<file path="src/rtl/hazard_fwd_ctrl.sv">
// hazard_fwd_ctrl
//   Controls the EX-stage operand path of the RV32IC pipeline.
//   - Computes the forwardA/forwardB selects from the instruction in decode and
//     registers them, so they are valid when that instruction reaches EX.
//   - Detects load-use hazards and inserts bubbles; flushes IF/ID and ID/EX on
//     taken branches; freezes everything while memory is busy.
//   - Keeps saturating stall/flush event counters for performance debug.
// Ports
//   i_clk, i_rst          clock (rising edge), synchronous active-low reset
//   i_mem_busy            memory busy: freeze the whole pipeline
//   i_id_rs1/2, i_id_use_rs1/2    sources of the IF/ID instruction and their use flags
//   i_ex_rd, i_ex_regwrite, i_ex_memread   destination/kind of the ID/EX instruction
//   i_mem_rd, i_mem_regwrite      destination of the EX/MEM instruction
//   i_ex_branch_taken     branch/jump in EX resolved taken
//   o_forwardA/B          registered operand selects (00 RF, 10 EX/MEM, 01 MEM/WB)
//   o_stall_pc, o_bubble_id_ex, o_flush_if_id, o_flush_id_ex   same-cycle controls
//   o_stall_cnt, o_flush_cnt     saturating event counters
module hazard_fwd_ctrl #(
  parameter int LOAD_STALL_CYCLES = 1,
  parameter int FLUSH_CYCLES      = 1,
  parameter int CNT_W             = 16
) (
  input  logic             i_clk,
  input  logic             i_rst,
  input  logic             i_mem_busy,
  input  logic [4:0]       i_id_rs1,
  input  logic [4:0]       i_id_rs2,
  input  logic             i_id_use_rs1,
  input  logic             i_id_use_rs2,
  input  logic [4:0]       i_ex_rd,
  input  logic             i_ex_regwrite,
  input  logic             i_ex_memread,
  input  logic [4:0]       i_mem_rd,
  input  logic             i_mem_regwrite,
  input  logic             i_ex_branch_taken,
  output logic [1:0]       o_forwardA,
  output logic [1:0]       o_forwardB,
  output logic             o_stall_pc,
  output logic             o_bubble_id_ex,
  output logic             o_flush_if_id,
  output logic             o_flush_id_ex,
  output logic [CNT_W-1:0] o_stall_cnt,
  output logic [CNT_W-1:0] o_flush_cnt
);

  typedef enum logic [1:0] {RUN, LU_STALL, FLUSH} state_t;

  localparam logic [2:0] LS_RELOAD = 3'(LOAD_STALL_CYCLES - 1);
  localparam logic [2:0] FL_RELOAD = 3'(FLUSH_CYCLES - 1);

  state_t           r_state;
  logic [2:0]       r_cnt;
  logic [1:0]       r_fwd_a;
  logic [1:0]       r_fwd_b;
  logic [CNT_W-1:0] r_stall_cnt;
  logic [CNT_W-1:0] r_flush_cnt;

  logic [1:0] w_sel_a;
  logic [1:0] w_sel_b;
  logic       w_lu;
  logic       w_stall_pc;
  logic       w_bubble;
  logic       w_flush;

  // A load in EX cannot forward yet (data not available until MEM), so it
  // is excluded from the EX match and handled as a load-use hazard instead.
  function automatic logic [1:0] fwd_sel(input logic [4:0] rs, input logic use_rs);
    logic [1:0] sel;
    sel = 2'b00;
    if (use_rs && i_ex_regwrite && i_ex_rd != 5'd0 && i_ex_rd == rs && !i_ex_memread)
      sel = 2'b10;
    else if (use_rs && i_mem_regwrite && i_mem_rd != 5'd0 && i_mem_rd == rs)
      sel = 2'b01;
    return sel;
  endfunction

  always_comb begin
    w_sel_a = fwd_sel(i_id_rs1, i_id_use_rs1);
    w_sel_b = fwd_sel(i_id_rs2, i_id_use_rs2);
    w_lu    = i_ex_memread && i_ex_rd != 5'd0 &&
              ((i_id_use_rs1 && i_ex_rd == i_id_rs1) ||
               (i_id_use_rs2 && i_ex_rd == i_id_rs2));
  end

  // Same-cycle controls. mem_busy wins over everything except reset;
  // a taken branch wins over any stall.
  always_comb begin
    w_stall_pc = 1'b0;
    w_bubble   = 1'b0;
    w_flush    = 1'b0;
    if (i_rst) begin
      if (i_mem_busy) begin
        w_stall_pc = 1'b1;
      end else if (i_ex_branch_taken) begin
        w_flush = 1'b1;
      end else begin
        case (r_state)
          RUN: begin
            w_stall_pc = w_lu;
            w_bubble   = w_lu;
          end
          LU_STALL: begin
            w_stall_pc = 1'b1;
            w_bubble   = 1'b1;
          end
          FLUSH:   w_flush = 1'b1;
          default: ;
        endcase
      end
    end
  end

  always_ff @(posedge i_clk) begin
    if (!i_rst) begin
      r_state     <= RUN;
      r_cnt       <= 3'd0;
      r_fwd_a     <= 2'b00;
      r_fwd_b     <= 2'b00;
      r_stall_cnt <= '0;
      r_flush_cnt <= '0;
    end else if (!i_mem_busy) begin
      if (i_ex_branch_taken) begin
        // Any state: a taken branch (re)starts the flush window.
        r_fwd_a <= 2'b00;
        r_fwd_b <= 2'b00;
        r_cnt   <= FL_RELOAD;
        r_state <= (FLUSH_CYCLES > 1) ? FLUSH : RUN;
        if (r_flush_cnt != '1) r_flush_cnt <= r_flush_cnt + CNT_W'(1);
      end else begin
        case (r_state)
          RUN: begin
            if (w_lu) begin
              r_fwd_a <= 2'b00;
              r_fwd_b <= 2'b00;
              r_cnt   <= LS_RELOAD;
              if (LOAD_STALL_CYCLES > 1) r_state <= LU_STALL;
              if (r_stall_cnt != '1) r_stall_cnt <= r_stall_cnt + CNT_W'(1);
            end else begin
              r_fwd_a <= w_sel_a;
              r_fwd_b <= w_sel_b;
            end
          end
          LU_STALL: begin
            r_fwd_a <= 2'b00;
            r_fwd_b <= 2'b00;
            r_cnt   <= r_cnt - 3'd1;
            if (r_cnt <= 3'd1) r_state <= RUN;
            if (r_stall_cnt != '1) r_stall_cnt <= r_stall_cnt + CNT_W'(1);
          end
          FLUSH: begin
            r_fwd_a <= 2'b00;
            r_fwd_b <= 2'b00;
            r_cnt   <= r_cnt - 3'd1;
            if (r_cnt <= 3'd1) r_state <= RUN;
          end
          default: r_state <= RUN;
        endcase
      end
    end
  end

  assign o_forwardA     = r_fwd_a;
  assign o_forwardB     = r_fwd_b;
  assign o_stall_pc     = w_stall_pc;
  assign o_bubble_id_ex = w_bubble;
  assign o_flush_if_id  = w_flush;
  assign o_flush_id_ex  = w_flush;
  assign o_stall_cnt    = r_stall_cnt;
  assign o_flush_cnt    = r_flush_cnt;

endmodule

</file>
<file path="config.mk">
export PLATFORM = sky130hd
export DESIGN_NAME = hazard_fwd_ctrl
export DESIGN_NICKNAME = d
export VERILOG_FILES = /design/src/rtl/hazard_fwd_ctrl.sv
export SDC_FILE = /design/constraint.sdc
export NUM_CORES = 1
export LEC_CHECK = 0
export ABC_AREA = 1
export CORE_MARGIN = 1.5
export CORE_UTILIZATION = 44
export CTS_CLUSTER_DIAMETER = 200
export DETAILED_ROUTE_END_ITERATION = 8
export PLACE_DENSITY = 0.78
export SLEW_MARGIN = 20
export SYNTH_ARGS = -nofsm -noshare
export SYNTH_HDL_FRONTEND = slang
export SYNTH_SLANG_ARGS = --single-unit
</file>
<file path="constraint.sdc">
create_clock -name i_clk -period 1.69 [get_ports i_clk]
set_clock_uncertainty 0.1 [all_clocks]
set_input_delay 0.338 -clock i_clk [delete_from_list [all_inputs] [get_ports i_clk]]
set_output_delay 0.338 -clock i_clk [all_outputs]
set_load 0.02 [all_outputs]
</file>
* Yosys cells after proc, flatten, opt, wreduce, memory -nomap -nowiden
Cells that the tools add are included.
Word-level totals: register bits 41, bits of input ports 29, word-level logic and storage cells 84
Cells by class: $add $sub $neg 3, order comparisons 1, eq/ne operators 12, multiplexer cells 29, bitwise logic cells 2, reductions and logical operators 31
Operator list (count):
- $add 16x1->16 const B | 2
- $mux 16 | 2
- $ne 16x16->1 const B | 2
- $pmux 16 s2 | 1
- $eq 5x5->1 | 4
- $logic_and 1x1->1 | 18
- $mux 2 | 8
- $pmux 2 s2 | 3
- $mux 1 | 11
- $reduce_bool 5->1 | 2
- $reduce_and 3->1 | 3
- $mux 3 | 2
- $pmux 3 s2 | 1
- $ne 2x2->1 const B | 2
- $reduce_and 4->1 | 1
- $le 3x1->1 const B | 1
- $ne 3x1->1 const B | 1
- $ne 3x3->1 const B | 1
- $reduce_bool 3->1 | 1
- $sub 3x1->3 const B | 1
- $eq 2x1->1 const B | 1
- $eq 2x2->1 const B | 1
- $logic_not 2->1 | 1
- $not 1->1 | 2
- other kinds (6) | 6

* Longest topological paths before layout
Gate-level depths: netlist of run 1.
word-level depth 8, mapped depth 12

* Least setup slack after synthesis of run 1
No wires, ideal clock.
path kind reg2reg, start point reg r_flush_cnt[0] (netlist: o_flush_cnt[0]), end point reg r_flush_cnt[1] (netlist: o_flush_cnt[1]), library setup time 0.116 ns, data arrival time 1.634 ns, required time 1.474 ns, setup slack -0.160 ns, stages on the path, launching flop included 11, path buffers 1, period minus slack after synthesis 1.850 ns, cells stage by stage dfxtp_1 -> ha_1 -> nand2_2 -> nor3_4 -> and2_4 -> nand2_2 -> nand2_4 -> inv_4 -> buf_6 -> nor2_1 -> nor2_1
Between the ends: word-level cells in the longest chain between the ends 2, elaborated cells between the ends (all ways) 3, classes of those cells 1 x add/sub; 1 x eq/ne; 1 x reduce/logical
RTL lines:
- start, declared | line 56 | logic [CNT_W-1:0] r_flush_cnt;
- start signal, assigned | line 128 | if (r_flush_cnt != '1) r_flush_cnt <= r_flush_cnt + CNT_W'(1);
- branches (longest 2 deep; another with $add 16x1->16)
Parallel ways; which one is timed is not known. A chain may end at the register's enable or synchronous reset.

* Worst setup path in the final report of run 1
start point in i_id_rs1[1], end point out o_stall_pc
Between the ends: word-level cells in the longest chain between the ends 8
RTL lines:
- start, declared | line 26 | input logic [4:0] i_id_rs1,
- $eq 5x5->1 | line 81 | ((i_id_use_rs1 && i_ex_rd == i_id_rs1) ||
- $logic_and 1x1->1 | line 81
- $logic_or 1x1->1 | line 81
- $logic_and 1x1->1 | line 80 | w_lu = i_ex_memread && i_ex_rd != 5'd0 &&
- $pmux 1 s2 | line 97 | case (r_state)
- $mux 1 | line 94 | end else if (i_ex_branch_taken) begin
- $mux 1 | line 92 | if (i_mem_busy) begin
- $mux 1 | line 91 | if (i_rst) begin
- end, declared | line 38 | output logic o_stall_pc,
Every way passes these cells.

==> metrics.cfg, run 1 <==
[die]
fp-row-count = 26
die_h_um = 77.4
core-area_um2 = 5200
initial_utilization_pct = 46.8
io_pins = 69
dieArea_um2 = 5990
dieWidth_um = 77.4

[yosys]
synthFlopType = dfxtp_1
syn_area_um2 = 2430
synth_top_area_share_pct = 29.6
ys_warn_count = 0
synth_common_cells = 120 x nand2_1, 64 x nor2_1, 48 x inv_1
avgSynthCellArea_um2 = 6.07
syn_inst = 401
synth_nets = 432
async_reset_ff_share_pct = 0
yosys-top-cells-area = dfxtp_1 30%, nand2_1 18%, nor2_1 9.9%
synth_edf_count = 0
seq_area_frac_synth_pct = 29.6
synth_seq_cells = 36
ys_types = 35
yosysTopAreaCell = dfxtp_1
yosys.cell_count.top_type = nand2_1

[drt]
wl_per_cell_um = 14.0
wl_mm = 8.31
drc = 0
ant_nets = 0
vias = 3134
vias_per_cell = 5.28
first_pass_iters = 6
drt_iter0_drc = 226

[global_routing]
grt_use_met2_pct = 43.2
overflow = 0
use_met3_pct = 4.47
grt_pass1_vias = 2813
grt_max_degree = 22
antenna_found_initial = 0
busiest_layer = met2
grt_pass1_wl_mm = 12.2
grt_usage_pct = 25.0
grt.met1_usage_pct = 30.1

[place]
place_hpwl_mm = 5.35
globalplace.congestion = 0.884
io_buffers = 68
dp.cells = 573
dpl-instance-area_um2 = 3480

[cts]
clk_latency_ps = 310
cts.clk_slew.worst_paths_ps = 70
numCtsBuffers = 5
clockRootBuffer = clkbuf_8
cts_buffer_depth = 2
clock_sinks = 36
cts_tree = yes
hold_buffers = 0
htreeDepth = 2

[sta]
hold_viol = 0
setup_ws_ps = -170
period_needed_ps = 1860
fmax_mhz = 538
max_slew_margin_pct = 78.6
fin_setup_tns_ps = -283
rsz0062_at_grt = yes
setup_viol = 3
min_period_over_period_pct = 110
worst_pin_slew_ps = 320
slew_viol_final = 0
hold_slack_ps = 358

[power]
power.total_mw = 1.99
ir_worst_vdd_uv = 454
power_density_nw_per_um2 = 508
p_leak_nw = 1.82

[critical_path]
r2r-end = o_flush_cnt[7]$_SDFFE_PN0P_
worstPathMaxFanout = 3
critPathKind = input pin to output port
r2r_start = o_flush_cnt[0]$_SDFFE_PN0P_
startpoint_type = input pin
endpoint_kind = output port
cp_data_required_time_ps = 1250
timing.reg2reg.setup_slack_ps = 50
cp_data_arrival_time_ps = 1420
reg2reg_depth = 9

[hold_path]
hold_class = flip-flop to flip-flop
holdPathEnd = o_forwardB[0]$_SDFFE_PN0N_
whs_path_depth = 2
hold_start = o_forwardB[0]$_SDFFE_PN0N_

[finish]
area_delta_synth_final_pct = 61.4
final_layout_size_suffix_gt1_share_pct = 33.6
final_cells = 594
diodes = 0
final_cell_area_um2 = 3930
layout.nets = 554

[run]
cap_violations = 0

[outcome]
status = complete, but fails checks
violations = setup timing

==> where the power goes <==
| group | internal, mW | switching (mW) | total, mW |
|---|---|---|---|
| Sequential | 0.851 | 0.00415 | 0.855 |
| Clock | 0.438 | 0.350 | 0.788 |
| Combinational | 0.160 | 0.191 | 0.352 |
==> layout by cell type (no fill, tap or decap), drive strengths merged <==
master and instances:
nand2 125, buf 77, nor2 70, inv 51, dlygate4sd2 40, dfxtp 36
nand3 28, nor3 21, a21oi 15, o21ai 11, nand4 7, clkdlybuf4s50 7
xor2 6, clkbuf 6, o21bai 4, nor3b 3, nand3b 2, nor4 2
a32o 2, o22ai 2, xnor2 2, ha 2, and2 1, bufinv 1
clkinv 1, clkdlybuf4s15 1, dlymetal6s2s 1
==> registers in the layout (all words and copies together) (netlist names) <==
signal / flops
o_flush_cnt: 16
o_stall_cnt: 16
o_forwardB: 2
o_forwardA: 2
==> cell families after synthesis <==
kind of cell               after synthesis  share of synthesized area, %
adders and majority gates                2                          1.03
buffers and inverters                   62                          11.3
and+or+nand+nor                        259                          47.2
AOI/OAI and AO/OA                       34                          8.07
DFF                                     36                          29.6
xor gates and xnor gates                 8                          2.88
==> what timing repair did <==
item	CTS	global route
pin swaps	18	29
cloned	0	1
resized for setup	143	86
endpoints found under the setup margin	55	33
buffers inserted	10	6
==> final cells by class <==
class / count / area [um2]
fill: 408 / 1270
timing repair buffer: 126 / 1060
clock inverter: 2 / 35.0
inverter: 51 / 196
clock buffer: 6 / 72.6
tap: 70 / 87.6
multi-input combinational: 303 / 1740
sequential: 36 / 742
==> worst max path at each step <==
stage	start	endpoint
after floorplan	o_flush_cnt[3]$_SDFFE_PN0P_	o_flush_cnt[15]$_SDFFE_PN0P_
after global placement	i_ex_rd[3]	o_stall_pc
after detailed placement	i_ex_rd[3]	o_stall_pc
after CTS	i_id_rs1[1]	o_stall_pc
after global routing	i_id_rs1[2]	o_stall_pc
final	i_id_rs1[1]	o_stall_pc
==> stage by stage <==
stage	util, %	setup slack [ps]
after floorplan	-	0.288
after global placement	66.9	-1010
after detailed placement	66.9	-1010
after CTS	68.7	-119
after global routing	75.5	-200
final	75.5	-170
==> routing by layer <==
layer / up-vias / part of all wire (%)
li1: 1508 / -
met1: 1455 / 41
met2: 142 / 51
met3: 29 / 5.7
met4: 0 / 2.7
met5: - / 0
==> worst max-delay path, stage by stage <==
cell and delay, ps:
buf_8 100, buf_6 110, nand2_4 40, nand2_2 60
nor2_2 100, nand3_2 130, nand2_4 120, nand3_4 90
a21oi_4 190, buf_6 140
No activity file was read; power rests on OpenSTA's default activity.
==> run 2, diff against run 1 <==
--- a/config.mk
+++ b/config.mk
@@ -6,11 +6,11 @@
 export NUM_CORES = 1
 export LEC_CHECK = 0
 export ABC_AREA = 1
-export CORE_MARGIN = 1.5
 export CORE_UTILIZATION = 44
 export CTS_CLUSTER_DIAMETER = 200
 export DETAILED_ROUTE_END_ITERATION = 8
 export PLACE_DENSITY = 0.78
+export REMOVE_ABC_BUFFERS = 1
 export SLEW_MARGIN = 20
 export SYNTH_ARGS = -nofsm -noshare
 export SYNTH_HDL_FRONTEND = slang
==> run 2 against run 1 <==
The flow still finishes with violations (setup timing). Flip-flop and latch count did not move. Clock power fell by 2%. Cell area grew 0.99%. Largest cell class unchanged.
==> metrics.cfg, run 2 (synthesized netlist as in run 1, its figures left out) <==
[die]
die_h_um = 76.4
fp-row-count = 26
dieWidth_um = 76.4
core-area_um2 = 5200
initial_utilization_pct = 46.8
dieArea_um2 = 5840
io_pins = 69

[sta]
slew_viol_final = 0
max_slew_margin_pct = 79.9
setup_ws_ps = -125
setup_viol = 7
worst_pin_slew_ps = 302
period_needed_ps = 1810
hold_viol = 0
min_period_over_period_pct = 107
fin_setup_tns_ps = -392
rsz0062_at_grt = yes
fmax_mhz = 551
hold_slack_ps = 373

[cts]
clockRootBuffer = clkbuf_8
clock_sinks = 36
numCtsBuffers = 5
clk_latency_ps = 300
cts_buffer_depth = 2
cts_tree = yes
cts.clk_slew.worst_paths_ps = 80
htreeDepth = 2

[drt]
ant_nets = 0
drt_iter0_drc = 250
wl_mm = 8.93
drc = 0
vias = 3270
vias_per_cell = 5.43
wl_per_cell_um = 14.8
first_pass_iters = 5

[critical_path]
cp_data_required_time_ps = 1250
r2r_start = o_flush_cnt[0]$_SDFFE_PN0P_
cp_data_arrival_time_ps = 1380
endpoint_kind = output port
timing.reg2reg.setup_slack_ps = 40
worstPathMaxFanout = 4
reg2reg_depth = 9
startpoint_type = input pin
critPathKind = input pin to output port
r2r-end = o_flush_cnt[6]$_SDFFE_PN0P_

[power]
p_leak_nw = 1.85
power_density_nw_per_um2 = 512
ir_worst_vdd_uv = 712

[finish]
area_delta_synth_final_pct = 63.0
layout_commonest_cell = nand2_1
final_cell_mix = 98 x nand2_1, 66 x buf_4, 47 x nor2_1
layout.nets = 561
final_cells = 602
final_core_util_pct = 76.3
final_layout_size_suffix_gt1_share_pct = 35.6
final_cell_area_um2 = 3970

[place]
dp.cells = 571
io_buffers = 68
dpl-instance-area_um2 = 3450
globalplace.congestion = 0.995
place_hpwl_mm = 5.10

[hold_path]
hold_class = flip-flop to flip-flop
hold_start = o_forwardB[0]$_SDFFE_PN0N_
holdPathEnd = o_forwardB[0]$_SDFFE_PN0N_
whs_path_depth = 2

[global_routing]
grt_max_degree = 22
antenna_found_initial = 1
grt_pass1_wl_mm = 12.2
grt_pass1_vias = 2799
overflow = 0
grt_usage_pct = 25.6

[outcome]
violations = setup timing
status = complete, but fails checks

[run]
cap_violations = 0

-- run 2: area by class of cell --
cell class | instances | area [um2]
Clock inverter | 3 | 42.5
Multi-Input combinational cell | 303 | 1690
Inverter | 51 | 206
Fill cell | 369 | 1240
Tap cell | 70 | 87.6
Clock buffer | 5 | 68.8
Sequential cell | 36 | 742
Timing Repair Buffer | 133 | 1130
Antenna cell | 1 | 2.50
-- run 2: what timing repair did --
| item | in CTS | in global routing |
|---|---|---|
| pin swaps | 21 | 37 |
| endpoints found under the setup margin | 62 | 36 |
| resized for setup | 163 | 87 |
| buffers inserted | 21 | 3 |
| gates cloned | 0 | 1 |
| hold buffers | 0 | 0 |
-- run 2: worst max-delay path, stage by stage --
cell and delay [ps]:
buf_6 110, inv_2 60, nand2_1 60, nand2_1 80
nor2_2 110, nand3_2 110, nand2_2 110, nand3_2 90
a21oi_2 150, buf_4 160
-- run 2: how the worst max path moves through the flow --
stage | start | to | cells past startpoint
global route | i_ex_rd[2] | o_stall_pc | 10
detailed placement | i_ex_rd[4] | o_stall_pc | 10
finish | i_ex_rd[2] | o_stall_pc | 10
CTS | i_id_rs1[4] | o_stall_pc | 10
floorplan | i_ex_rd[3] | o_stall_pc | 8
global placement | i_ex_rd[2] | o_stall_pc | 10
-- run 2: per-stage QoR --
step | setup slack [ps] | power (mW)
5_1_grt | -221 | 2.11
3_5_place_dp | -1000 | 1.18
4_1_cts | -68.2 | 1.96
3_3_place_gp | -1010 | 1.17
6_report | -125 | 2.03
2_1_floorplan | -252 | 0.990
-- run 2: routing by layer --
layer | vias to the layer above | part of all wire [%] | global-route usage (%)
met5 | - | 0 | 0
met4 | 0 | 6.2 | 12.7
li1 | 1532 | - | -
met2 | 176 | 49 | 43.4
met3 | 62 | 6.9 | 4.43
met1 | 1500 | 37 | 31.1
-- run 2: power by group --
group          total, mW  switching [mW]  internal (mW)  leakage [nW]
clock              0.771           0.335          0.437        0.0541
combinational      0.409           0.218          0.191          1.50
sequential         0.854         0.00457          0.849         0.297
==> run 3, diff against run 2 <==
==> constraint.sdc (replaced) <==
create_clock -name i_clk -period 1.6 [get_ports i_clk]
set_clock_uncertainty 0.1 [all_clocks]
set_input_delay 0.32 -clock i_clk [delete_from_list [all_inputs] [get_ports i_clk]]
set_output_delay 0.32 -clock i_clk [all_outputs]
set_load 0.02 [all_outputs]
==> run 3 against run 2 <==
The run still ends with setup timing left. Global-route usage grew 2.2 points. Utilization grew 5.1 points. Register-to-register slack got worse by 200 ps. Cell area up 6.7%. Sequential share of layout area is 1.1 points lower. Worst hold slack improved by 5.0 ps. First-iteration DRC count is 17% higher. Via count increased by 6.2%. Critical path depth is 1 higher. Critical path type is now flip-flop to flip-flop. Largest cell class unchanged. Highest routed layer unchanged.
==> metrics.cfg, run 3 (synthesized netlist as in run 1, its figures left out) <==
[outcome]
status = complete, but fails checks
violations = setup timing

[finish]
diodes = 0
num-fill-cells = 326
multi_input_area_um2 = 1820
area_delta_synth_final_pct = 74.0
layout_commonest_cell = nand2_1
regArea_um2 = 744
final_layout_size_suffix_gt1_share_pct = 41.7
final_cell_mix = 100 x nand2_1, 69 x buf_4, 40 x nor2_1
layout.nets = 572

[sta]
setup_viol = 19
max_slew_margin_pct = 72.1
min_period_over_period_pct = 110
slew_viol_final = 0
rsz0062_at_grt = yes
period_needed_ps = 1760
hold_viol = 0
worst_pin_slew_ps = 415
fin_setup_tns_ps = -1450
setup_ws_ps = -162
fmax_mhz = 568

[global_routing]
grt_usage_pct = 27.8
antenna_found_initial = 0
grt_max_degree = 22
grt_pass1_wl_mm = 13.2
overflow = 0
grt_pass1_vias = 2966

[die]
dieArea_um2 = 5840
io_pins = 69
dieWidth_um = 76.4
core-area_um2 = 5200
initial_utilization_pct = 46.8
die_h_um = 76.4
fp-row-count = 26

[power]
p_int_mw = 1.56
p_leak_nw = 1.98
power_switching_mw = 0.605
p_comb_share_pct = 19.7
ir_worst_vdd_uv = 828
seqPwrFrac_pct = 41.6
power_density_nw_per_um2 = 512
swShare_pct = 27.9
clkPwrFrac_pct = 38.7

[cts]
clockRootBuffer = clkbuf_8
clock_sinks = 36
htreeDepth = 2
numCtsBuffers = 5
cts_tree = yes
cts_buffer_depth = 2
clk_latency_ps = 310
hold_buffers = 0
cts.clk_slew.worst_paths_ps = 90

[place]
globalplace.congestion = 0.959
pre_cts_ws_ps = -1020
place_hpwl_mm = 5.49
io_buffers = 68

[critical_path]
cpMaxStageDelayCell = dfxtp_4
critPathMaxStageDelay_ps = 360
critPathKind = flip-flop to flip-flop
worstPathMaxFanout = 6
cp_data_required_time_ps = 1730
crit_top_cell = nor2_2
cp_data_arrival_time_ps = 1900
cp_cell_sequence = ha_4, nand2_4, nor2_4, nand2_2, nor2_2, nor2_2, buf_6, nand3_2, o21ai_1, nand2_1, nor2_1
endpoint_kind = flip-flop
startpoint_type = flip-flop

[drt]
drc = 0
first_pass_iters = 5
drt_iter0_drc = 293
wl_per_cell_um = 16.1
wl_mm = 9.85
vias_per_cell = 5.67
vias = 3472
ant_nets = 0

[run]
cap_violations = 0

[hold_path]
hold_class = flip-flop to flip-flop

[run 3: cell count changes in the layout (fill, tap and decap cells not counted), sizes merged]
cell / previous run / this run
buf: 85 / 96
clkdlybuf4s15: 0 / 2
clkbuf: 6 / 7
clkdlybuf4s50: 7 / 6
clkinvlp: 1 / 0
diode: 1 / 0
dlygate4sd2: 39 / 38
[run 3: layout make-up]
class                   instances  share of cell area (%)
clock buffers                   6                    1.71
clock inverters                 2                   0.827
inverters                      51                    4.81
multi-input cells             303                    43.1
flip-flops and latches         36                    17.6
well taps                      70                    2.07
repair buffers                144                    29.9
[run 3: what timing repair did]
action | 4_1_cts | 5_1_grt
buffers inserted | 15 | 7
gates cloned | 1 | 0
gates resized for setup | 175 | 126
setup endpoints to repair | 71 | 41
pin swaps | 26 | 57
[run 3: worst paths after layout]
path	startpoint	to	slack, ps	depth (start not counted)
min reg2reg	o_forwardB[0]$_SDFFE_PN0N_	o_forwardB[0]$_SDFFE_PN0N_	380	2
max reg2reg	o_stall_cnt[1]$_SDFFE_PN0P_	o_stall_cnt[14]$_SDFFE_PN0P_	-160	11
min	o_forwardB[0]$_SDFFE_PN0N_	o_forwardB[0]$_SDFFE_PN0N_	380	2
max	o_stall_cnt[1]$_SDFFE_PN0P_	o_stall_cnt[14]$_SDFFE_PN0P_	-160	11
[run 3: routing by layer]
metal  part of all wire, %  GRT usage [%]  up-vias
met4                   6.0           12.1        0
met3                   8.8           4.67       75
li1                      -              -     1554
met2                    49           48.5      252
met1                    36           33.4     1591
met5                     0              0        -
[run 3: power by group through the flow]
| stage | combinational (mW) | sequential [mW] | clock (mW) |
|---|---|---|---|
| finish | 0.427 | 0.901 | 0.839 |
| floorplan | 0.115 | 0.931 | 0 |
| CTS | 0.334 | 0.904 | 0.821 |
| global placement | 0.316 | 0.923 | 0 |
| global route | 0.454 | 0.902 | 0.866 |
| detailed placement | 0.321 | 0.923 | 0 |
[run 3: per-stage QoR]
step | area, um2 | cells | hold WS, ps | total power, mW | utilization (%)
6_report | 4240 | 612 | 378 | 2.17 | 81.4
5_1_grt | 4240 | 612 | 398 | 2.22 | 81.4
4_1_cts | 3780 | 607 | 356 | 2.06 | 72.6
3_5_place_dp | 3540 | 583 | 348 | 1.24 | 67.9
3_3_place_gp | 3540 | 583 | 345 | 1.24 | 67.9
2_1_floorplan | 2350 | 390 | 340 | 1.05 | -
[run 3: critical path: cells and delay by family (launching register included)]
family,cells,cell delay (ps)
flip-flops,1,360
AND/OR/NAND/NOR,8,710
buffers and inverters,1,190
adder cells (fa/ha/maj),1,170
AO/OA/AOI/OAI,1,170
